===== src/rtl/regfile_pkg.sv =====
// -----------------------------------------------------------------------------
// regfile_pkg
// Shared constants and types for the 16x8 register file.
//   DATA_W / ADDR_W / DEPTH : entry width, address width, entry count
//   data_t / addr_t         : entry and address types
//   calc_parity()           : even-parity bit of an entry. Only present when
//                             REGFILE_PARITY_EN is defined.
// -----------------------------------------------------------------------------
package regfile_pkg;

   localparam int DATA_W = 8;
   localparam int ADDR_W = 4;
   localparam int DEPTH  = 2 ** ADDR_W;

   typedef logic [DATA_W-1:0] data_t;
   typedef logic [ADDR_W-1:0] addr_t;

`ifdef REGFILE_PARITY_EN
   // Returns the bit that gives the stored word plus this bit an even count of ones.
   function automatic logic calc_parity(input data_t d);
      return ^d;
   endfunction
`endif

endpackage


===== src/rtl/regfile_array.sv =====
// -----------------------------------------------------------------------------
// regfile_array
// Storage array for regfile_16x8. It holds the reset and write logic and
// provides an asynchronous read of the addressed entry.
//   clk, rst  : clock, asynchronous active-high reset (clears all entries)
//   wen       : write enable
//   addr      : shared read/write address
//   wdata     : write data
//   rd_data   : combinational contents of mem[addr]
//   rd_par    : stored parity bit of mem[addr]. Only present when
//               REGFILE_PARITY_EN is defined.
// -----------------------------------------------------------------------------
module regfile_array
   import regfile_pkg::*;
(
   input  logic              clk,
   input  logic              rst,
   input  logic              wen,
   input  logic [ADDR_W-1:0] addr,
   input  logic [DATA_W-1:0] wdata,
`ifdef REGFILE_PARITY_EN
   output logic              rd_par,
`endif
   output logic [DATA_W-1:0] rd_data
);

   data_t mem_r [DEPTH];
`ifdef REGFILE_PARITY_EN
   logic  par_r [DEPTH];
`endif

   // Entry storage: reset clears every entry, and a write updates one entry.
   always_ff @(posedge clk or posedge rst) begin
      if (rst) begin
         for (int i = 0; i < DEPTH; i++) begin
            mem_r[i] <= {DATA_W{1'b0}};
         end
      end else if (wen) begin
         mem_r[addr] <= wdata;
      end else begin
         mem_r[addr] <= mem_r[addr];
      end
   end

`ifdef REGFILE_PARITY_EN
   // Parity storage. A cleared parity bit of 0 is consistent with a cleared word of 8'h00.
   always_ff @(posedge clk or posedge rst) begin
      if (rst) begin
         for (int i = 0; i < DEPTH; i++) begin
            par_r[i] <= 1'b0;
         end
      end else if (wen) begin
         par_r[addr] <= calc_parity(wdata);
      end else begin
         par_r[addr] <= par_r[addr];
      end
   end

   assign rd_par = par_r[addr];
`endif

   assign rd_data = mem_r[addr];

endmodule


===== src/rtl/regfile_16x8.sv =====
// -----------------------------------------------------------------------------
// regfile_16x8
// A 16-entry x 8-bit register file with one write port and one read port on a
// shared address. The read is registered with a latency of 1 cycle. When a
// read and a write hit the same cycle, the write wins.
//   clk        : clock, rising edge
//   rst        : asynchronous active-high reset
//   ren / wen  : read / write enable
//   addr       : entry address
//   wdata      : write data
//   data_out   : registered read data. It holds its value between reads.
//   rd_valid   : one-cycle pulse when a read updated data_out
//   parity_err : registered parity mismatch of the last read. Only present
//                when REGFILE_PARITY_EN is defined.
// Optional feature macro: REGFILE_PARITY_EN
// -----------------------------------------------------------------------------
module regfile_16x8
   import regfile_pkg::*;
(
   input  logic              clk,
   input  logic              rst,
   input  logic              ren,
   input  logic              wen,
   input  logic [ADDR_W-1:0] addr,
   input  logic [DATA_W-1:0] wdata,
`ifdef REGFILE_PARITY_EN
   output logic              parity_err,
`endif
   output logic [DATA_W-1:0] data_out,
   output logic              rd_valid
);

   data_t rd_data_s;
   data_t data_nxt_s;
   logic  valid_nxt_s;
   data_t data_out_r;
   logic  rd_valid_r;
`ifdef REGFILE_PARITY_EN
   logic  rd_par_s;
   logic  perr_nxt_s;
   logic  perr_r;
`endif

   regfile_array u_array (
      .clk     (clk),
      .rst     (rst),
      .wen     (wen),
      .addr    (addr),
      .wdata   (wdata),
`ifdef REGFILE_PARITY_EN
      .rd_par  (rd_par_s),
`endif
      .rd_data (rd_data_s)
   );

   // Read-data select: bypass wdata on a collision, otherwise use the array. Hold the value when idle.
   always_comb begin
      data_nxt_s  = data_out_r;
      valid_nxt_s = 1'b0;
      if (ren) begin
         valid_nxt_s = 1'b1;
         if (wen) begin
            data_nxt_s = wdata;
         end else begin
            data_nxt_s = rd_data_s;
         end
      end else begin
         data_nxt_s  = data_out_r;
         valid_nxt_s = 1'b0;
      end
   end

   // Read output registers.
   always_ff @(posedge clk or posedge rst) begin
      if (rst) begin
         data_out_r <= {DATA_W{1'b0}};
         rd_valid_r <= 1'b0;
      end else begin
         data_out_r <= data_nxt_s;
         rd_valid_r <= valid_nxt_s;
      end
   end

`ifdef REGFILE_PARITY_EN
   // Parity check of the read word. Bypassed write data cannot mismatch, so a collision reports 0.
   always_comb begin
      perr_nxt_s = perr_r;
      if (ren) begin
         if (wen) begin
            perr_nxt_s = 1'b0;
         end else begin
            perr_nxt_s = calc_parity(rd_data_s) ^ rd_par_s;
         end
      end else begin
         perr_nxt_s = perr_r;
      end
   end

   // Parity error register. It updates together with data_out.
   always_ff @(posedge clk or posedge rst) begin
      if (rst) begin
         perr_r <= 1'b0;
      end else begin
         perr_r <= perr_nxt_s;
      end
   end

   assign parity_err = perr_r;
`endif

   assign data_out = data_out_r;
   assign rd_valid = rd_valid_r;

endmodule


===== config.mk =====
export PLATFORM = sky130hd
export DESIGN_NAME = regfile_16x8
export DESIGN_NICKNAME = d
export VERILOG_FILES = /design/src/rtl/regfile_pkg.sv /design/src/rtl/regfile_array.sv /design/src/rtl/regfile_16x8.sv
export SDC_FILE = /design/constraint.sdc
export NUM_CORES = 1
export LEC_CHECK = 0
export ABC_AREA = 1
export BUFFER_PORTS_ARGS = -buffer_cell sky130_fd_sc_hd__buf_2
export CORE_MARGIN = 10
export CORE_UTILIZATION = 50
export DETAILED_ROUTE_END_ITERATION = 8
export PLACE_DENSITY = 0.66
export SLEW_MARGIN = 0
export SYNTH_ARGS = -nofsm -noshare
export SYNTH_HDL_FRONTEND = slang
export SYNTH_HIERARCHICAL = 1
export SYNTH_SLANG_ARGS = --single-unit

===== constraint.sdc =====
create_clock -name clk -period 9.63 [get_ports clk]
set_clock_uncertainty 0.05 [all_clocks]
set_input_delay 1.926 -clock clk [delete_from_list [all_inputs] [get_ports clk]]
set_output_delay 1.926 -clock clk [all_outputs]
set_load 0.01 [all_outputs]

==> results of run 1 <==
## stage by stage
| step | setup slack, ns | hold slack (ns) |
|---|---|---|
| after floorplan | 4.24 | 0.399 |
| after global placement | 4.98 | 0.407 |
| after detailed placement | 4.95 | 0.409 |
| after CTS | 5.41 | 0.426 |
| after global routing | 5.07 | 0.439 |
| final | 5.29 | 0.420 |
## cell usage in the layout, fill, tap and decap left out, drive strengths merged
master / synthesis / final
nor2: 150 / 150
nand3: 8 / 8
clkinv: 0 / 5
clkbuf: 21 / 20
nand2: 778 / 778
bufinv: 0 / 4
buf: 40 / 34
clkinvlp: 0 / 3
dfrtp: 137 / 137
inv: 35 / 35
## layout make-up
cell class                 count  share of cell area (%)
inverter                      35                    1.69
clock inverter                12                    2.09
timing repair buffer          34                    2.38
clock buffer                  20                    5.69
tap                          184                    2.81
sequential                   137                    41.8
multi-input combinational    936                    43.6
## worst min path at each step
stage | slack (ns) | start | endpoint | cells after the start
2_1_floorplan | 0.40 | u_array/mem_r[0] | u_array/mem_r[0] | 2
3_3_place_gp | 0.41 | data_out[1] | data_out[1] | 2
3_5_place_dp | 0.41 | data_out[1] | data_out[1] | 2
4_1_cts | 0.43 | data_out[1] | data_out[1] | 2
5_1_grt | 0.44 | data_out[2] | data_out[2] | 2
6_report | 0.42 | data_out[1] | data_out[1] | 2
## sequential cells by signal (all words and copies together), names as in the netlist
name,count
rd_valid,1
u_array/mem_r,128
data_out,8
## per-layer routing
metal	vias up	global-route usage [%]	share of wire (%)
li1	3436	-	-
met1	3142	28.2	47
met2	206	31.6	45
met3	26	4.44	6.7
met4	0	7.29	1.5
met5	-	0	0
## kinds of logic after synthesis
family	after synthesis	share of synthesized area, %
AND/OR/NAND/NOR	936	47.7
flip-flops	137	45.8
buffers and inverters	96	6.45
## power by group
group	switching (W)	total, W	internal (W)
Clock	0.000251	0.000703	0.000452
Combinational	0.000221	0.000334	0.000113
Sequential	0.0000683	0.000765	0.000697
## worst reg2reg max path, delay by kind of cell, from the launching register on
family,cells,cell delay [ns]
simple gates,10,1.16
flops,1,0.38
==> impl_metrics.yaml, run 1 <==
setup_path:
  path_buf_inv: 4
  cp_slowest_cell: "buf_4"
  crit_family: "buffers and inverters"
  crit_path_start: "addr[0]"
  endpoint: "u_array/mem_r[55]"
  crit_top_cell: "nand2_1"
  ff2ff_setup_slack_ns: 7.93
  crit_path_cell_trace: "buf_2 -> buf_4 -> inv_2 -> buf_4 -> nand2_1 -> nand2_1 -> nand2_1 -> nand2_1 -> nand2_1 -> nand2_1 -> nor2_2 -> nand2_2 -> nand2_1 -> nand2_1"
  path_class: "input pin to flop"
  critPathCaptureType: "flop"
  regToRegStartpoint: "u_array/mem_r[87]"
  cp.depth: 14
  required_ns: 9.89
  worstPathMaxFanout: 68
  rr_worst_depth: 10
  max_stage_delay_ns: 0.59
  worstSetupStartpointType: "input pin"
  crit_arrival_ns: 4.60
  r2r_end: "u_array/mem_r[55]"
global_routing:
  grt_use_total_pct: 20.6
  grt_start_max_net_pins: 69
  grt_pass1_vias: 6316
  grt_pass1_wl_mm: 33.4
  antenna_found_initial: 0
  overflow: 0
clocking:
  cts_resized: 0
  cts_buffers: 17
  cts_hold_buf: 0
  htree_levels: 4
  cts_root_buf: "clkbuf_16"
  clkLatencyLatePin_ns: 0.43
  cts_setup_buffers: 0
  clock_sinks: 137
  tritoncts: "done"
  clockBufferDepth: 2
  clk_pin_slew_ns: 0.06
detailed_routing:
  ant_nets: 0
  drt_wl_total_mm: 20.3
  drtIter0Drc: 644
  vias: 6810
  vias_per_cell: 5.01
  first_pass_iters: 5
  drc: 0
  wire_per_inst_um: 14.9
floorplan:
  initial_core_util_pct: 51.3
  io_pins: 25
  core_area_mm2: 0.0146
  std_cell_rows: 44
  dieWidth_um: 142
  design.die.area_mm2: 0.0203
  dieHeight_um: 142
cells_and_area:
  drive_gt1_share_pct: 8.26
  final_cells: 1358
  fillerInstances: 1401
  fin_util_pct: 56.3
  fin_area_mm2: 0.00821
  seq_area_mm2: 0.00343
  insertedDiodeCount: 0
  multi_input_area_mm2: 0.00358
  area_growth_pct: 9.65
  final_nets: 1177
synthesis:
  synth_warnings: 6
  synthCells: 1169
  yosysTopAreaCell: "dfrtp_1"
  synthArstFlopShare_pct: 100
  yosysMostFrequentCell: "nand2_1"
  syn_nets: 1185
  syn_area_mm2: 0.00748
  synth-edff-count: 0
  synth_top_area_share_pct: 45.8
  synthTopCellsByArea: "dfrtp_1 46%, nand2_1 38%, nor2_1 7.1%, buf_2 1.5%, inv_1 1.3%"
  synth_seq_area_share_pct: 45.8
  synthFlopType: "dfrtp_1"
  synthDistinctLibCells: 13
  syn_avg_cell_area_um2: 6.40
  yosys-top-cells-count: "767 x nand2_1, 141 x nor2_1, 137 x dfrtp_1"
  ys_seq_elements: 137
power:
  cellPowerDensity_mw_per_mm2: 219
  ir_drop_uv: 118
  totalPowerFinal_w: 0.00180
  p_leak_nw: 4.99
sta:
  fin_crit_ns: 4.34
  tns_ns: 0
  finalMaxSlewViolations: 0
  max_slew.worst_pin.slew_ns: 1.14
  rsz0062_at_grt: "no"
  max_freq_mhz: 230
  maxSlewHeadroom_pct: 24.2
  hold_viol_final: 0
  setup_violations: 0
  min_period_over_period_pct: 45.1
placed_design:
  dp_cells: 1326
  gp_congestion: 0.819
  place_hpwl_mm: 12.2
  port_buffers: 24
  place_area_mm2: 0.00757
flow_run:
  drv_cap: 0
worst_hold_path:
  min_path_type: "flop to flop"
run_status:
  status: "complete, no violations"
No activity file was read; power rests on OpenSTA's default activity.
==> inputs of run 2 (changes only) <==
Settings changed: PLACE_DENSITY 0.66 to 0.69.
Clock period 9.63 ns to 3.9 ns, I/O delays scaled along.
==> run 2 against run 1 <==
  * Via count grew 1.4%
  * Core utilization grew 0.23 points
  * First-iteration DRC count grew 3.3%
  * Largest cell class unchanged
  * Sequential power grew 150%
  * Global-route usage shrank 0.30 points
  * Worst setup slack lost 3.8 ns
  * Critical path type unchanged
  * Critical path depth shrank 1
  * Clock power grew 110%
==> impl_metrics.yaml, run 2 (synthesis gave the netlist of run 1 again) <==
global_routing:
  grt_pass1_vias: 6404
  grt_pass1_wl_mm: 33.3
  overflow: 0
  grt_start_max_net_pins: 68
  antenna_found_initial: 0
  grt_use_total_pct: 20.3
flow_run:
  drv_cap: 0
floorplan:
  io_pins: 25
  std_cell_rows: 44
  dieHeight_um: 142
  initial_core_util_pct: 51.3
  dieWidth_um: 142
  design.die.area_mm2: 0.0203
  core_area_mm2: 0.0146
detailed_routing:
  ant_nets: 0
  wire_per_inst_um: 14.4
  first_pass_iters: 5
  vias_per_cell: 5.03
  drt_wl_total_mm: 19.8
  drc: 0
  drtIter0Drc: 665
  vias: 6905
placed_design:
  port_buffers: 24
  gp_congestion: 0.808
  place_hpwl_mm: 12.0
clocking:
  cts_setup_buffers: 0
  clock_sinks: 137
  cts_buffers: 17
  tritoncts: "done"
  cts_root_buf: "clkbuf_16"
  cts_resized: 0
  clockBufferDepth: 2
  clkLatencyLatePin_ns: 0.42
  cts_hold_buf: 0
  clk_pin_slew_ns: 0.06
  htree_levels: 4
sta:
  fin_crit_ns: 2.38
  max_slew.worst_pin.slew_ns: 0.895
  finalMaxSlewViolations: 0
  hold_viol_final: 0
  maxSlewHeadroom_pct: 40.1
  tns_ns: 0
  rsz0062_at_grt: "no"
  min_period_over_period_pct: 61.1
  max_freq_mhz: 420
  hold_ws_ns: 0.282
  setup_violations: 0
setup_path:
  cp_slowest_cell: "inv_2"
  worstPathMaxFanout: 27
  max_stage_delay_ns: 0.41
  path_class: "input pin to flop"
  crit_path_cell_trace: "buf_2 -> inv_2 -> buf_4 -> nand2_1 -> nand2_1 -> nand2_1 -> nand2_1 -> nand2_1 -> nand2_1 -> nor2_2 -> nand2_2 -> nand2_1 -> nand2_1"
  critPathCaptureType: "flop"
  worstSetupStartpointType: "input pin"
  crit_arrival_ns: 2.69
  crit_top_cell: "nand2_1"
  required_ns: 4.21
cells_and_area:
  final_nets: 1192
  largest_register_ffs: 128
  most-common-layout-cells: "767 x nand2_1, 141 x nor2_1, 137 x dfrtp_1"
  area_growth_pct: 10.1
  fin_util_pct: 56.5
  regMostFlops: "u_array/mem_r"
  fillerInstances: 1428
  drive_gt1_share_pct: 9.25
  final_common_cell: "nand2_1"
  insertedDiodeCount: 0
power:
  cellPowerDensity_mw_per_mm2: 511
  ir_drop_uv: 346
  p_leak_nw: 5.02
  totalPowerFinal_w: 0.00421
run_status:
  status: "complete, no violations"
worst_hold_path:
  min_path_type: "input pin to async pin"
run 2: cell count changes in the layout (fill, tap and decap cells not counted), sizes merged:
cell / change
clkbuf: -1
buf: +15
clkinv: +4
bufinv: -3
inv: -1
clkinvlp: +1
run 2: layout make-up:
type	instances	area [um^2]	share of cell area, %
sequential	137	3430	41.6
clock buffer	19	443	5.38
inverter	35	140	1.70
tap	184	230	2.79
multi-input combinational	936	3570	43.4
clock inverter	13	105	1.28
timing repair buffer	49	320	3.89
run 2: per-layer routing:
layer  GRT usage (%)  wire length, um
met4            5.75              274
met1            28.4             9580
met2            31.0             8800
met3            4.54             1120
met5               0                0
run 2: path summary, 6_finish.rpt:
path / start / end / slack (ns) / cells past startpoint
min: rst / data_out[3] / 0.28 / 2
max: addr[0] / u_array/mem_r[58] / 1.52 / 13
max reg2reg: u_array/mem_r[70] / u_array/mem_r[78] / 2.27 / 10
min reg2reg: u_array/mem_r[89] / u_array/mem_r[89] / 0.42 / 2
max in group asynchronous: rst / u_array/mem_r[60] / 2.64 / 3
min in group clk: u_array/mem_r[89] / u_array/mem_r[89] / 0.42 / 2
run 2: where the power goes:
part	switching (W)	internal, W	total (W)	leakage, nW
Clock	0.000625	0.000885	0.00151	0.268
Combinational	0.000535	0.000288	0.000824	3.01
Sequential	0.000158	0.00172	0.00188	1.74
run 2: critical path: cells and delay by family:
kind,cells,cell delay [ns]
AND/OR/NAND/NOR,10,0.99
buffers and inverters,3,0.91
run 2: through the flow:
step	instances	setup slack [ns]	area [um^2]
floorplan	1169	1.49	7490
global placement	1341	1.15	7690
detailed placement	1341	1.12	7690
CTS	1373	1.56	8240
global route	1373	1.30	8240
finish	1373	1.52	8240
==> inputs of run 3 (changes only) <==
Settings changed: ABC_AREA 1 to 0, PLACE_DENSITY 0.69 to 0.67.
Clock period 3.9 ns to 2.5 ns, I/O delays scaled along.
==> run 3 against run 2 <==
  * Die area down 8.6%
  * Register-to-register slack got worse by 1.5 ns
  * Combinational power is 60% higher
  * Highest routed layer unchanged
  * Core utilization rose by 1.3 points
  * Critical path depth shrank 4
  * Sequential cell count unchanged
  * Sequential share of layout area rose by 3.2 points
  * Synthesized cell count fell by 45%
==> impl_metrics.yaml, run 3 <==
floorplan:
  core_area_mm2: 0.0132
  std_cell_rows: 42
  design.die.area_mm2: 0.0185
  dieHeight_um: 136
  initial_core_util_pct: 50.9
  io_pins: 25
  dieWidth_um: 136
worst_hold_path:
  min_path_type: "input pin to async pin"
power:
  p_int_w: 0.00488
  pwr-share-clk_pct: 37.1
  ir_drop_uv: 529
  comb_power_share_pct: 19.4
  cellPowerDensity_mw_per_mm2: 893
  p_sw_w: 0.00195
  swShare_pct: 28.6
  p_seq_share_pct: 43.5
  p_leak_nw: 3.29
detailed_routing:
  drtIter0Drc: 443
  drt_wl_total_mm: 16.9
  ant_nets: 0
  vias_per_cell: 5.96
  wire_per_inst_um: 19.6
  drc: 0
  vias: 5137
  first_pass_iters: 5
flow_run:
  drv_cap: 0
synthesis:
  yosysTopAreaCell: "dfrtp_1"
  synth_warnings: 6
  synthArstFlopShare_pct: 100
  yosys-top-cells-count: "137 x dfrtp_1, 136 x nor2_1, 72 x mux2i_1"
  synth-edff-count: 0
  syn_area_mm2: 0.00674
  yosysMostFrequentCell: "dfrtp_1"
  syn_nets: 656
  ys_seq_elements: 137
  synthTopCellsByArea: "dfrtp_1 51%, mux2i_1 11%, nor2_1 7.6%, a31oi_1 5.9%, a21oi_1 4.5%"
  syn_avg_cell_area_um2: 10.5
  synthFlopType: "dfrtp_1"
  synth_top_area_share_pct: 50.9
  synth_seq_area_share_pct: 50.9
  synthDistinctLibCells: 34
  synthCells: 640
clocking:
  htree_levels: 4
  clock_sinks: 137
  cts_setup_buffers: 0
  cts_hold_buf: 0
  cts_buffers: 17
  clockBufferDepth: 2
  cts_root_buf: "clkbuf_16"
  tritoncts: "done"
  cts_resized: 0
  clk_pin_slew_ns: 0.06
  clkLatencyLatePin_ns: 0.42
cells_and_area:
  final_common_cell: "dfrtp_1"
  regMostFlops: "u_array/mem_r"
  drive_gt1_share_pct: 19.7
  largest_register_ffs: 128
  most-common-layout-cells: "137 x dfrtp_1, 136 x nor2_1, 72 x mux2i_1"
  final_nets: 689
  insertedDiodeCount: 0
  area_growth_pct: 13.5
global_routing:
  grt_pass1_wl_mm: 27.2
  grt_pass1_vias: 5131
  grt_start_max_net_pins: 129
  grt_use_total_pct: 19.0
  overflow: 0
  antenna_found_initial: 0
setup_path:
  max_stage_delay_ns: 0.39
  critPathCaptureType: "flop"
  required_ns: 2.74
  crit_path_cell_trace: "buf_4 -> buf_12 -> buf_4 -> mux2i_1 -> a22oi_1 -> nand3_1 -> o21ai_0 -> mux2i_1 -> a21oi_1"
  path_class: "input pin to flop"
  r2r_end: "u_array/mem_r[86]"
  regToRegStartpoint: "u_array/mem_r[102]"
  worstPathMaxFanout: 28
  cp_slowest_cell: "buf_4"
  ff2ff_setup_slack_ns: 0.82
  worstSetupStartpointType: "input pin"
  crit_arrival_ns: 2.31
  rr_worst_depth: 5
placed_design:
  gp_congestion: 0.839
  port_buffers: 24
  place_hpwl_mm: 11.0
sta:
  setup_violations: 0
  rsz0062_at_grt: "no"
  tns_ns: 0
  min_period_over_period_pct: 82.7
  hold_viol_final: 0
  maxSlewHeadroom_pct: 23.3
  max_slew.worst_pin.slew_ns: 1.15
  fin_crit_ns: 2.07
  hold_ws_ns: 0.000783
  max_freq_mhz: 484
  finalMaxSlewViolations: 0
run_status:
  status: "complete, no violations"
run 3: changes by cell type after synthesis, sizes merged, moves of 16 or more:
cell,delta
nand2,-756
mux2i,+72
a21oi,+64
a31oi,+64
inv,-33
a22oi,+28
clkbuf,-19
o21ai,+16
run 3: stage by stage:
| stage | std cells | total power, W | setup slack [ns] | instance area, um^2 | utilization [%] |
|---|---|---|---|---|---|
| after floorplan | 640 | 0.00396 | 0.369 | 6740 | - |
| final | 862 | 0.00683 | 0.433 | 7650 | 57.8 |
| after CTS | 862 | 0.00686 | 0.475 | 7650 | 57.8 |
| after global routing | 862 | 0.00718 | 0.353 | 7650 | 57.8 |
| after detailed placement | 830 | 0.00432 | 0.0386 | 7040 | 53.2 |
| after global placement | 830 | 0.00424 | 0.0840 | 7040 | 53.2 |
run 3: power by group through the flow:
| stage | registers [W] | clock network [W] | logic, W |
|---|---|---|---|
| finish | 0.00297 | 0.00253 | 0.00132 |
| floorplan | 0.00294 | 0 | 0.00102 |
| detailed placement | 0.00301 | 0 | 0.00131 |
| CTS | 0.00297 | 0.00256 | 0.00132 |
| global placement | 0.00298 | 0 | 0.00126 |
| global route | 0.00304 | 0.00266 | 0.00148 |
run 3: layer usage:
layer	routed length (um)	global-route usage [%]
met1	7600	25.2
met2	7620	28.4
met3	1260	5.42
met4	401	8.11
met5	0	0
run 3: cells by family after synthesis:
group | count (synthesis) | synth area share (%)
AND/OR/NAND/NOR | 200 | 14.0
flip-flops | 137 | 50.9
multiplexers | 72 | 10.7
AO/OA/AOI/OAI | 180 | 18.0
buffers and inverters | 51 | 6.39
run 3: worst max-delay path by stage:
stage,endpoint,slack (ns),start
final,data_out[7],0.43,addr[1]
after global routing,data_out[7],0.35,addr[1]
after CTS,data_out[7],0.47,addr[1]
after detailed placement,data_out[7],0.04,addr[1]
after global placement,data_out[7],0.08,addr[1]
after floorplan,u_array/mem_r[0],0.37,rst
run 3: final cells by class:
cell class                 count  area (um^2)
fill                        1128         5590
clock buffer                  19          453
sequential                   137         3430
clock inverter                13          151
inverter                       2         11.3
multi-input combinational    452         2880
timing repair buffer          63          503
tap                          176          220
run 3: critical path: cells and delay by family:
kind            cells  cell delay [ns]
buf+inv             3             0.74
simple gates        1             0.16
mux                 2             0.52
compound gates      3             0.36
